### src/rtl/muldiv_pkg.sv
// Shared encodings for the sequential MULTU/DIVU unit: op codes, FSM states
// and the iteration count of the bit-serial datapath.
package muldiv_pkg;

  typedef enum logic [1:0] {
    OP_MULTU = 2'b00,
    OP_DIVU  = 2'b01,
    OP_MTHI  = 2'b10,
    OP_MTLO  = 2'b11
  } op_e;

  typedef enum logic [1:0] {
    S_IDLE = 2'b00,
    S_RUN  = 2'b01,
    S_DONE = 2'b10
  } state_e;

  localparam int unsigned STEPS = 32;
  localparam int unsigned CNT_W = 5;
  localparam logic [CNT_W-1:0] CNT_LAST = CNT_W'(STEPS - 1);

endpackage

### src/rtl/muldiv_step.sv
// One iteration of shift-add multiply or restoring divide on the shared
// 65-bit working register; purely combinational.
module muldiv_step
  import muldiv_pkg::*;
(
  input  logic        is_div,
  input  logic [64:0] acc,
  input  logic [31:0] opnd,
  output logic [64:0] acc_nxt
);

  logic [32:0] sum;
  logic [64:0] sh;
  logic [32:0] rem_sh;
  logic [32:0] diff;

  always_comb begin
    sum    = acc[64:32] + {1'b0, opnd};
    sh     = {acc[63:0], 1'b0};
    rem_sh = sh[64:32];
    // rem_sh < 2*divisor, so the 33-bit difference never wraps and its
    // top bit is a valid borrow flag
    diff   = rem_sh - {1'b0, opnd};
    acc_nxt = '0;
    if (is_div) begin
      if (!diff[32]) acc_nxt = {1'b0, diff[31:0], sh[31:1], 1'b1};
      else           acc_nxt = {1'b0, rem_sh[31:0], sh[31:0]};
    end else if (acc[0]) begin
      acc_nxt = {1'b0, sum, acc[31:1]};
    end else begin
      acc_nxt = {1'b0, acc[64:1]};
    end
  end

endmodule

### src/rtl/muldiv_seq.sv
// Sequential 32-bit unsigned multiply/divide unit with HI/LO result registers.
//   state | meaning
//   IDLE  | ready for an op; MTHI/MTLO complete here
//   RUN   | 32 datapath iterations, one per cycle
//   DONE  | results written, done pulse, back to IDLE
module muldiv_seq
  import muldiv_pkg::*;
(
  input  logic        clk,
  input  logic        reset,
  input  logic        op_valid,
  output logic        op_ready,
  input  logic [1:0]  op_code,
  input  logic [31:0] op_a,
  input  logic [31:0] op_b,
  input  logic        rd_sel,
  output logic [31:0] rd_data,
  output logic        busy,
  output logic        done,
  output logic        div_by_zero
);

  state_e             state, state_nxt;
  logic [31:0]        hi, lo;
  logic [31:0]        opnd;
  logic [64:0]        acc, acc_nxt;
  logic [CNT_W-1:0]   cnt;
  logic               is_div;
  logic               dbz;
  logic               accept;
  logic               step_last;
  op_e                opc;

  assign opc       = op_e'(op_code);
  assign op_ready  = (state == S_IDLE) && reset;
  assign accept    = op_valid && op_ready;
  assign step_last = (cnt == CNT_LAST);
  assign busy      = (state != S_IDLE);
  assign done      = (state == S_DONE);
  assign div_by_zero = dbz;
  assign rd_data   = rd_sel ? hi : lo;

  muldiv_step u_step (
    .is_div  (is_div),
    .acc     (acc),
    .opnd    (opnd),
    .acc_nxt (acc_nxt)
  );

  always_comb begin
    state_nxt = state;
    case (state)
      S_IDLE: begin
        if (accept) begin
          if (opc == OP_MULTU)     state_nxt = S_RUN;
          else if (opc == OP_DIVU) state_nxt = (op_b == 32'd0) ? S_DONE : S_RUN;
        end
      end
      S_RUN:   if (step_last) state_nxt = S_DONE;
      S_DONE:  state_nxt = S_IDLE;
      default: state_nxt = S_IDLE;
    endcase
  end

  always_ff @(posedge clk or negedge reset) begin
    if (!reset) state <= S_IDLE;
    else        state <= state_nxt;
  end

  always_ff @(posedge clk or negedge reset) begin
    if (!reset) begin
      hi     <= '0;
      lo     <= '0;
      opnd   <= '0;
      acc    <= '0;
      cnt    <= '0;
      is_div <= 1'b0;
      dbz    <= 1'b0;
    end else begin
      case (state)
        S_IDLE: begin
          if (accept) begin
            case (opc)
              OP_MULTU: begin
                opnd   <= op_a;
                acc    <= {33'd0, op_b};
                cnt    <= '0;
                is_div <= 1'b0;
                dbz    <= 1'b0;
              end
              OP_DIVU: begin
                is_div <= 1'b1;
                cnt    <= '0;
                if (op_b == 32'd0) begin
                  hi  <= op_a;
                  lo  <= 32'hFFFF_FFFF;
                  dbz <= 1'b1;
                end else begin
                  opnd <= op_b;
                  acc  <= {33'd0, op_a};
                  dbz  <= 1'b0;
                end
              end
              OP_MTHI: hi <= op_a;
              OP_MTLO: lo <= op_a;
              default: ;
            endcase
          end
        end
        S_RUN: begin
          acc <= acc_nxt;
          cnt <= cnt + CNT_W'(1);
          // product and {remainder, quotient} share the same layout
          if (step_last) begin
            hi <= acc_nxt[63:32];
            lo <= acc_nxt[31:0];
          end
        end
        default: ;
      endcase
    end
  end

endmodule

### config.mk
export PLATFORM = sky130hd
export DESIGN_NAME = muldiv_seq
export DESIGN_NICKNAME = d
export VERILOG_FILES = /design/src/rtl/muldiv_pkg.sv /design/src/rtl/muldiv_step.sv /design/src/rtl/muldiv_seq.sv
export SDC_FILE = /design/constraint.sdc
export NUM_CORES = 1
export LEC_CHECK = 0
export BUFFER_PORTS_ARGS = -buffer_cell sky130_fd_sc_hd__buf_2
export CELL_PAD_IN_SITES_DETAIL_PLACEMENT = 2
export CELL_PAD_IN_SITES_GLOBAL_PLACEMENT = 2
export CORE_MARGIN = 5
export CORE_UTILIZATION = 41
export DETAILED_ROUTE_END_ITERATION = 10
export GPL_TIMING_DRIVEN = 0
export PLACE_DENSITY = 0.84
export SLEW_MARGIN = 5
export SYNTH_ARGS = -nofsm -noshare
export SYNTH_HDL_FRONTEND = slang
export SYNTH_HIERARCHICAL = 1
export SYNTH_SLANG_ARGS = --single-unit
### constraint.sdc
create_clock -name clk -period 5.56 [get_ports clk]
set_input_delay 0 -clock clk [delete_from_list [all_inputs] [get_ports clk]]
set_output_delay 0 -clock clk [all_outputs]
set_load 0.02 [all_outputs]
==> Word-level counts from Yosys, hierarchy flattened <==
Index checks and enable logic that the tools add are counted.
{ "word_totals": {"input_bits": 70, "ff_bits": 170} }
{ "classes": {"mux": 32, "n_eq_ne": 15, "n_addsub": 3, "n_reduce_logical": 16} }
{ "op_table": {"columns": ["operator", "count"], "rows": [
  ["32-bit case mux with 2 select lines", 5],
  ["65-bit case mux with 2 select lines", 2],
  ["32-bit two-way mux", 8],
  ["65-bit two-way mux", 3],
  ["64-bit two-way mux", 2],
  ["33-bit by 32-bit adder with 33-bit output", 1],
  ["33-bit by 32-bit subtractor with 33-bit output", 1],
  ["32-bit zero test", 1],
  ["2-bit two-way mux", 5],
  ["5-bit two-way mux", 2],
  ["5-bit case mux with 2 select lines", 1],
  ["5-bit AND reduction", 2],
  ["3-bit by 1-bit inequality test with 1-bit output (second input constant)", 3],
  ["3-bit AND reduction", 3],
  ["2-bit inequality test (second input constant)", 4],
  ["4-bit AND reduction", 2],
  ["2-bit equality test (second input constant)", 3],
  ["2-bit nonzero test", 3],
  ["5-bit by 1-bit adder with 5-bit output (second input constant)", 1],
  ["5-bit equality test (second input constant)", 1],
  ["2-bit by 1-bit equality test with 1-bit output (second input constant)", 2],
  ["2-bit zero test", 2],
  ["1-bit case mux with 2 select lines", 2],
  ["2-bit case mux with 2 select lines", 1],
  ["5 further kinds", 6]
]} }

==> Longest topological paths before layout <==
Gate-level depths: netlist (run 1).
{ "depth": {"depth_word": 6, "mapped_depth": 15, "depth_no_buf": 14} }

==> Modules after synthesis <==
The synthesis (run 1) kept the hierarchy.
{ "modules_own_cells": {"columns": ["mod", "n_inst", "cells_per_inst", "area_per_inst_um2"], "rows": [
  ["muldiv_seq", 1, 856, 8321.7],
  ["muldiv_step", 1, 675, 4817.1]
]} }

==> Worst setup path after synthesis (run 1) <==
No wires, ideal clock.
{ "synth_path": {"kind": "register to register", "from": "reg opnd[0]", "to": "reg hi[14]", "path_stages_with_launch": 15, "setup_slack_ns": 2.208, "period_less_slack_ns": 3.352, "arrival_ns": 3.226, "path_buffers": 1, "cell_sequence": "dfrtp_1 -> ha_1 -> fa_1 -> nand2b_1 -> a21oi_2 -> o21a_1 -> a41oi_2 -> o21ba_4 -> o21a_4 -> o311ai_4 -> buf_6 -> mux2i_1 -> a21oi_1 -> a21boi_0 -> o21ai_1"} }
{ "synth_between": {"elab_chain_cells": 5, "word_cells_on_any_way": 7, "classes_between": "add/sub (2); mux (5)"} }
{ "synth_rtl": {"columns": ["item", "line", "source"], "rows": [
  ["start, declared", "muldiv_seq.sv:25", "logic [31:0] opnd;"],
  ["start signal, assigned", "muldiv_seq.sv:85", "opnd <= op_a;"],
  ["start signal, assigned", "muldiv_seq.sv:99", "opnd <= op_b;"],
  ["33-bit by 32-bit adder with 33-bit output or 33-bit by 32-bit subtractor with 33-bit output (tied branches)", "muldiv_step.sv:18, muldiv_step.sv:23", null],
  ["64-bit two-way mux, on equally long branches", "muldiv_step.sv:28, muldiv_step.sv:26", null],
  ["65-bit two-way mux (*)", "muldiv_step.sv:25", "if (is_div) begin"],
  ["net acc_nxt[46]", "muldiv_seq.sv:26", "logic [64:0] acc, acc_nxt;"],
  ["32-bit two-way mux (*)", "muldiv_seq.sv:114", "if (step_last) begin"],
  ["32-bit case mux with 2 select lines (*)", "muldiv_seq.sv:80", "case (state)"],
  ["end signal, assigned", "muldiv_seq.sv:95", "hi <= op_a;"],
  ["end signal, assigned", "muldiv_seq.sv:104", "OP_MTHI: hi <= op_a;"],
  ["end signal, assigned", "muldiv_seq.sv:115", "hi <= acc_nxt[63:32];"],
  ["end, declared", "muldiv_seq.sv:24", "logic [31:0] hi, lo;"]
]} }
The timed path passes the listed nets; every way through them passes the cells marked *. The select of a mux whose other input is x is not followed.
A chain may end at the register's enable or synchronous reset.

==> Worst setup path after layout (run 1) <==
{ "layout_path": {"from": "reg acc[31]", "to": "reg hi[26]"} }
{ "layout_between": {"elab_chain_cells": 5} }
{ "layout_rtl": {"columns": ["item", "line", "source"], "rows": [
  ["start, declared", "muldiv_seq.sv:26", null],
  ["start signal, assigned", "muldiv_seq.sv:86", "acc <= {33'd0, op_b};"],
  ["start signal, assigned", "muldiv_seq.sv:100", "acc <= {33'd0, op_a};"],
  ["start signal, assigned", "muldiv_seq.sv:111", "acc <= acc_nxt;"],
  ["33-bit by 32-bit subtractor with 33-bit output", "muldiv_step.sv:23", "diff = rem_sh - {1'b0, opnd};"],
  ["64-bit two-way mux", "muldiv_step.sv:26", "if (!diff[32]) acc_nxt = {1'b0, diff[31:0], sh[31:1], 1'b1};"],
  ["65-bit two-way mux", "muldiv_step.sv:25", null],
  ["net acc_nxt[58]", "muldiv_seq.sv:26", null],
  ["32-bit two-way mux", "muldiv_seq.sv:114", null],
  ["32-bit case mux with 2 select lines", "muldiv_seq.sv:80", null]
]} }
The timed path passes the listed nets, and every way through them passes these cells. The select of a mux whose other input is x is not followed.

==> impl_metrics.env, run 1 <==
export IMPL_status="complete, no violations"
export IMPL_syn_to_final_growth_pct=16.3
export IMPL_avgSynthCellArea_um2=8.58
export IMPL_ys_ff_latch=170
export IMPL_cts_clk_slew_worst_paths_ns=0.08
export IMPL_fin_skew_ns=0.0152
export IMPL_first_pass_iters=7
export IMPL_cts_num_sinks=170
export IMPL_port_buffers=103
export IMPL_antenna_found_initial=6
export IMPL_peakVddDrop_mv=0.377
export IMPL_dieArea_um2=35700
export IMPL_max_freq_mhz=209
export IMPL_required_ns=5.92
export IMPL_synth_cells=1531
export IMPL_synth_yosys_seq_area_share=0.324
export IMPL_final_util=0.483
export IMPL_ios=106
export IMPL_ys_types=79
export IMPL_cap_violations=0
export IMPL_netlist_area_um2=13100
export IMPL_crit_path_max_incr_delay_ns=0.60
export IMPL_drtAntennaViolNets=0
export IMPL_grt_overflow=0
export IMPL_drv_slew=0
export IMPL_tns_ns=0
export IMPL_grt_max_degree=99
export IMPL_crit_top_cell="mux2i_1"
export IMPL_crit_type="reg2reg"
export IMPL_seq_area_um2=4250
export IMPL_dpl_hpwl_um=44700
export IMPL_synth_area_leader_cell="dfrtp_1"
export IMPL_hold_violations=0
export IMPL_wl_um=70400
export IMPL_cp_data_arrival_time_ns=5.15
export IMPL_coreArea_um2=31600
export IMPL_clock_latency_ns=0.46
export IMPL_async_reset_ff_frac=1.00
export IMPL_fin_crit_ns=4.79
export IMPL_endpoint_kind="flop"
export IMPL_start_util=0.415
export IMPL_synth_top_flop_cell="dfrtp_1"
export IMPL_grt_pass1_vias=16000
export IMPL_cts_root_buf="clkbuf_16"
export IMPL_die_w_um=189
export IMPL_synth_area_leaders="dfrtp_1, o21ai_0, mux2i_1, ha_1, mux2_2"
export IMPL_nets=1839
export IMPL_drtIter0Drc=1276
export IMPL_setup_violations=0
export IMPL_multi_input_area_um2=8210
export IMPL_yosys_area_top_type_share=0.324
export IMPL_cts_tree="built"
export IMPL_drc=0
export IMPL_die_y_um=189
export IMPL_drive_gt1_frac=0.156
export IMPL_place_gp_congestion=1.00
export IMPL_wl_per_cell_um=33.2
export IMPL_grt_pass1_wl_um=104000
export IMPL_post_route_period_util=0.861
export IMPL_crit_path_max_fanout=10
export IMPL_rsz0062_at_grt="false"
export IMPL_grt_total_usage=0.379
export IMPL_start_kind="flop"
export IMPL_fillCellCount=3405
export IMPL_yosysWarnings=6
export IMPL_cts_resized=0
export IMPL_rows=65
export IMPL_numCtsBuffers=17
export IMPL_worst_slew_pin_transition_ns=1.01
export IMPL_clockBufferDepth=2
export IMPL_via_per_inst=6.84
export IMPL_vias=14500
export IMPL_p_per_area_nw_per_um2=825
export IMPL_htree_levels=4
export IMPL_hp_class="in2reg"
export IMPL_cpMaxStageDelayCell="o311ai_4"
export IMPL_synth_edff_count=0
export IMPL_cp_cell_sequence="inv_1 > ha_1 > fa_1 > nand2b_1 > a21oi_2 > o21a_1 > a41oi_2 > o21ba_4 > o21a_4 > o311ai_4 > buf_6 > mux2i_1 > a32oi_1 > mux2i_1 > o21ai_0"
export IMPL_syn_num_nets=1669
export IMPL_relSlewSlack=0.329
export IMPL_p_leak_nw=6.78
[sequential cells by signal (all words and copies together) (netlist names)]
name	cells
lo	32
acc	65
is_div	1
hi	32
cnt	5
state	2
div_by_zero	1
opnd	32
[timing repair]
action / CTS / global route
endpoints found under the hold margin: 138 / 0
hold buffers: 47 / 0
buffers inserted: 0 / 0
[cells by family after synthesis]
| logic type | after synthesis | synth area share |
|---|---|---|
| multiplexers | 151 | 0.121 |
| XOR/XNOR | 60 | 0.0400 |
| AND/OR/NAND/NOR | 375 | 0.135 |
| flip-flops | 170 | 0.324 |
| adder cells (fa/ha/maj) | 68 | 0.0659 |
| AO/OA/AOI/OAI | 556 | 0.262 |
| buffers and inverters | 150 | 0.0516 |
| other | 1 | 0.000285 |
[placed cells by master (no fill, tap or decap), drive strengths merged, types with 35 or more instances in the layout]
cell type / count
nor2: 39
a22o: 35
a21oi: 119
inv: 53
clkbuf: 69
nand2: 195
mux2i: 85
o21ai: 225
xnor2: 41
dlygate4sd3: 47
mux2: 66
nand3: 49
buf: 155
dfrtp: 170
ha: 66
[cells in the mapped netlist (all sizes together), types with 8 or more instances]
library cell,n
o21ai,225
nand2,195
dfrtp,170
a21oi,119
mux2i,85
ha,66
mux2,66
buf,51
inv,50
clkbuf,49
nand3,49
xnor2,41
nor2,39
a22o,35
a211oi,29
nor2b,28
a21o,25
o21a,22
o22ai,20
xor2,19
a21boi,16
nand2b,11
nor3,11
a31oi,8
nand4,8
nor4,8
[final cells by class]
class	count	area share
Clock inverter	12	0.00901
Tap cell	402	0.0329
Sequential cell	170	0.278
Clock buffer	20	0.0305
Antenna cell	5	0.000819
Buffer	100	0.0321
Timing Repair Buffer	151	0.0670
Multi-Input combinational cell	1211	0.537
Inverter	50	0.0123
[metal layers]
| layer | track usage | routed length [um] | part of all wire |
|---|---|---|---|
| met4 | 0.190 | 3640 | 0.052 |
| met5 | 0 | 28 | 0.00040 |
| met3 | 0.0791 | 5420 | 0.077 |
| met2 | 0.655 | 34600 | 0.49 |
| met1 | 0.446 | 26800 | 0.38 |
[path summary, 6_finish.rpt]
check                               startpoint            endpoint  slack (ns)  depth (start not counted)
max                        acc[31]$_DFFE_PN0P_  hi[26]$_DFFE_PN0P_        0.77                         15
max in group asynchronous                reset  hi[16]$_DFFE_PN0P_        4.47                          3
min                                    op_a[5]   hi[5]$_DFFE_PN0P_       0.009                          3
min reg2reg                 lo[18]$_DFFE_PN0P_  lo[18]$_DFFE_PN0P_        0.53                          1
min in group asynchronous                reset  acc[5]$_DFFE_PN0P_        0.12                          2
max reg2reg                acc[31]$_DFFE_PN0P_  hi[26]$_DFFE_PN0P_        0.77                         15
[critical path: cells and delay by family, from the launching register on]
family / cells / cell delay [ns]
fa+ha+maj: 2 / 0.69
flops: 1 / 0.39
simple gates: 1 / 0.23
mux: 2 / 0.33
compound gates: 8 / 2.60
buf+inv: 2 / 0.43
[power breakdown]
| group | internal (mW) | switching (mW) |
|---|---|---|
| combinational | 3.14 | 5.57 |
| clock | 0.705 | 0.618 |
| sequential | 1.82 | 0.745 |
[stage by stage]
stage	power [mW]	setup slack (ns)	instance area (um2)	hold WS, ns	instances
2_1_floorplan	7.75	2.21	13100	-0.296	1531
3_3_place_gp	9.93	0.0999	14200	0.348	2036
3_5_place_dp	10.4	1.11	14200	0.0284	2037
4_1_cts	11.9	1.08	15300	0.000462	2116
5_1_grt	13.1	0.724	15300	0.0347	2118
6_report	12.6	0.774	15300	0.00883	2121
(Power assumes the default switching activity.)
==> run 2, diff against run 1 <==
- CORE_UTILIZATION: 41 -> 34
- PLACE_DENSITY: 0.84 -> 0.74
- RECOVER_POWER: default -> 25
- clock period: 5.56 -> 4 ns (I/O delays scaled with it)
==> impl_metrics.env, run 2 (synthesis gave the netlist of run 1 again) <==
export IMPL_start_kind="flop"
export IMPL_p_leak_nw=6.84
export IMPL_dieArea_um2=42700
export IMPL_cts_tree="built"
export IMPL_seq_area_um2=4250
export IMPL_post_route_period_util=0.968
export IMPL_cts_root_buf="clkbuf_16"
export IMPL_cts_clk_slew_worst_paths_ns=0.07
export IMPL_stdcell_count=2246
export IMPL_stdcell_area_um2=15700
export IMPL_nets=1851
export IMPL_peakVddDrop_mv=0.448
export IMPL_worst_slew_pin_transition_ns=2.13
export IMPL_cts_num_sinks=170
export IMPL_dp_cells=2153
export IMPL_wl_per_cell_um=25.8
export IMPL_max_freq_mhz=258
export IMPL_hp_class="in2reg"
export IMPL_p_per_area_nw_per_um2=1080
export IMPL_place_area_um2=14300
export IMPL_cap_violations=1
export IMPL_cp_data_arrival_time_ns=4.20
export IMPL_drtAntennaViolNets=0
export IMPL_vias=13000
export IMPL_drtIter0Drc=627
export IMPL_drv_slew=79
export IMPL_syn_to_final_growth_pct=19.3
export IMPL_status="complete, but fails checks"
export IMPL_tns_ns=0
export IMPL_largest_register="acc"
export IMPL_dpl_hpwl_um=44500
export IMPL_layout_commonest_cell="o21ai_0"
export IMPL_start_util=0.342
export IMPL_place_gp_congestion=0.895
export IMPL_htree_levels=4
export IMPL_die_w_um=207
export IMPL_largest_reg_flops=65
export IMPL_grt_pass1_wl_um=88600
export IMPL_pre_cts_slack_ns=-0.369
export IMPL_numCtsBuffers=17
export IMPL_drc=0
export IMPL_clockBufferDepth=2
export IMPL_fin_crit_ns=3.87
export IMPL_final_cell_mix="o21ai_0, nand2_1, dfrtp_1, buf_2, a21oi_1"
export IMPL_rsz0062_at_grt="false"
export IMPL_final_util=0.407
export IMPL_crit_path_max_fanout=10
export IMPL_first_pass_iters=5
export IMPL_drive_gt1_frac=0.175
export IMPL_die_y_um=207
export IMPL_port_buffers=103
export IMPL_failed_checks="max-capacitance violations, max-slew violations"
export IMPL_grt_total_usage=0.270
export IMPL_grt_max_degree=98
export IMPL_clock_latency_ns=0.45
export IMPL_hold_violations=0
export IMPL_rows=72
export IMPL_fin_skew_ns=0.0129
export IMPL_grt_overflow=0
export IMPL_grt_pass1_vias=14400
export IMPL_wl_um=57900
export IMPL_coreArea_um2=38500
export IMPL_ios=106
export IMPL_required_ns=4.33
export IMPL_worst_slack_ns=0.129
export IMPL_relSlewSlack=-0.419
export IMPL_antenna_found_initial=3
export IMPL_via_per_inst=5.80
export IMPL_crit_type="reg2reg"
export IMPL_setup_violations=0
export IMPL_multi_input_area_um2=8360
export IMPL_fillCellCount=4324
export IMPL_endpoint_kind="flop"
-- run 2: repair_timing --
action	CTS	global route
endpoints found under the hold margin	175	0
hold buffers	56	0
pin swaps	5	3
endpoints found under the setup margin	65	54
resized for setup	20	21
buffers inserted	3	0
-- run 2: area by class of cell --
class | count | area share
Buffer | 100 | 0.0315
Sequential cell | 170 | 0.271
Timing Repair Buffer | 163 | 0.0718
Antenna cell | 2 | 0.000319
Multi-Input combinational cell | 1211 | 0.534
Clock buffer | 18 | 0.0280
Inverter | 50 | 0.0120
Tap cell | 518 | 0.0414
Clock inverter | 14 | 0.00998
-- run 2: final timing paths --
check,startpoint,to,slack [ns],depth (start not counted)
max,acc[31]$_DFFE_PN0P_,hi[10]$_DFFE_PN0P_,0.13,16
min,op_b[0],opnd[0]$_DFFE_PN0P_,0.005,3
max reg2reg,acc[31]$_DFFE_PN0P_,hi[10]$_DFFE_PN0P_,0.13,16
min reg2reg,lo[13]$_DFFE_PN0P_,lo[13]$_DFFE_PN0P_,0.49,1
max in group asynchronous,reset,acc[1]$_DFFE_PN0P_,1.25,3
min in group asynchronous,reset,acc[49]$_DFFE_PN0P_,0.16,2
-- run 2: power by group --
part           switching, mW  internal, mW
combinational           7.17          4.62
sequential             0.859          2.53
clock                  0.844         0.952
-- run 2: critical path, stage by stage (launching register included) --
cell      delay, ns
dfrtp_1        0.34
inv_1          0.11
ha_1           0.26
fa_1           0.44
nand2b_4       0.18
a21oi_4        0.19
o21a_4         0.18
a41oi_2        0.16
o21ba_4        0.29
o21a_4         0.22
o311ai_4       0.25
buf_12         0.17
buf_6          0.19
mux2i_1        0.26
a21oi_2        0.14
mux2i_1        0.24
o21ai_0        0.11
-- run 2: stage by stage --
stage,power [mW],hold WS [ns]
3_3_place_gp,13.9,0.341
2_1_floorplan,10.8,-0.296
4_1_cts,16.6,0.00103
3_5_place_dp,14.4,0.0940
5_1_grt,18.0,0.00181
6_report,17.0,0.00536
-- run 2: layer usage --
layer | track usage | up-vias | part of all wire
met5 | 0 | - | 0.00021
met4 | 0.0646 | 2 | 0.018
met3 | 0.0259 | 69 | 0.026
met2 | 0.485 | 256 | 0.51
met1 | 0.350 | 6766 | 0.45
li1 | - | 5932 | -
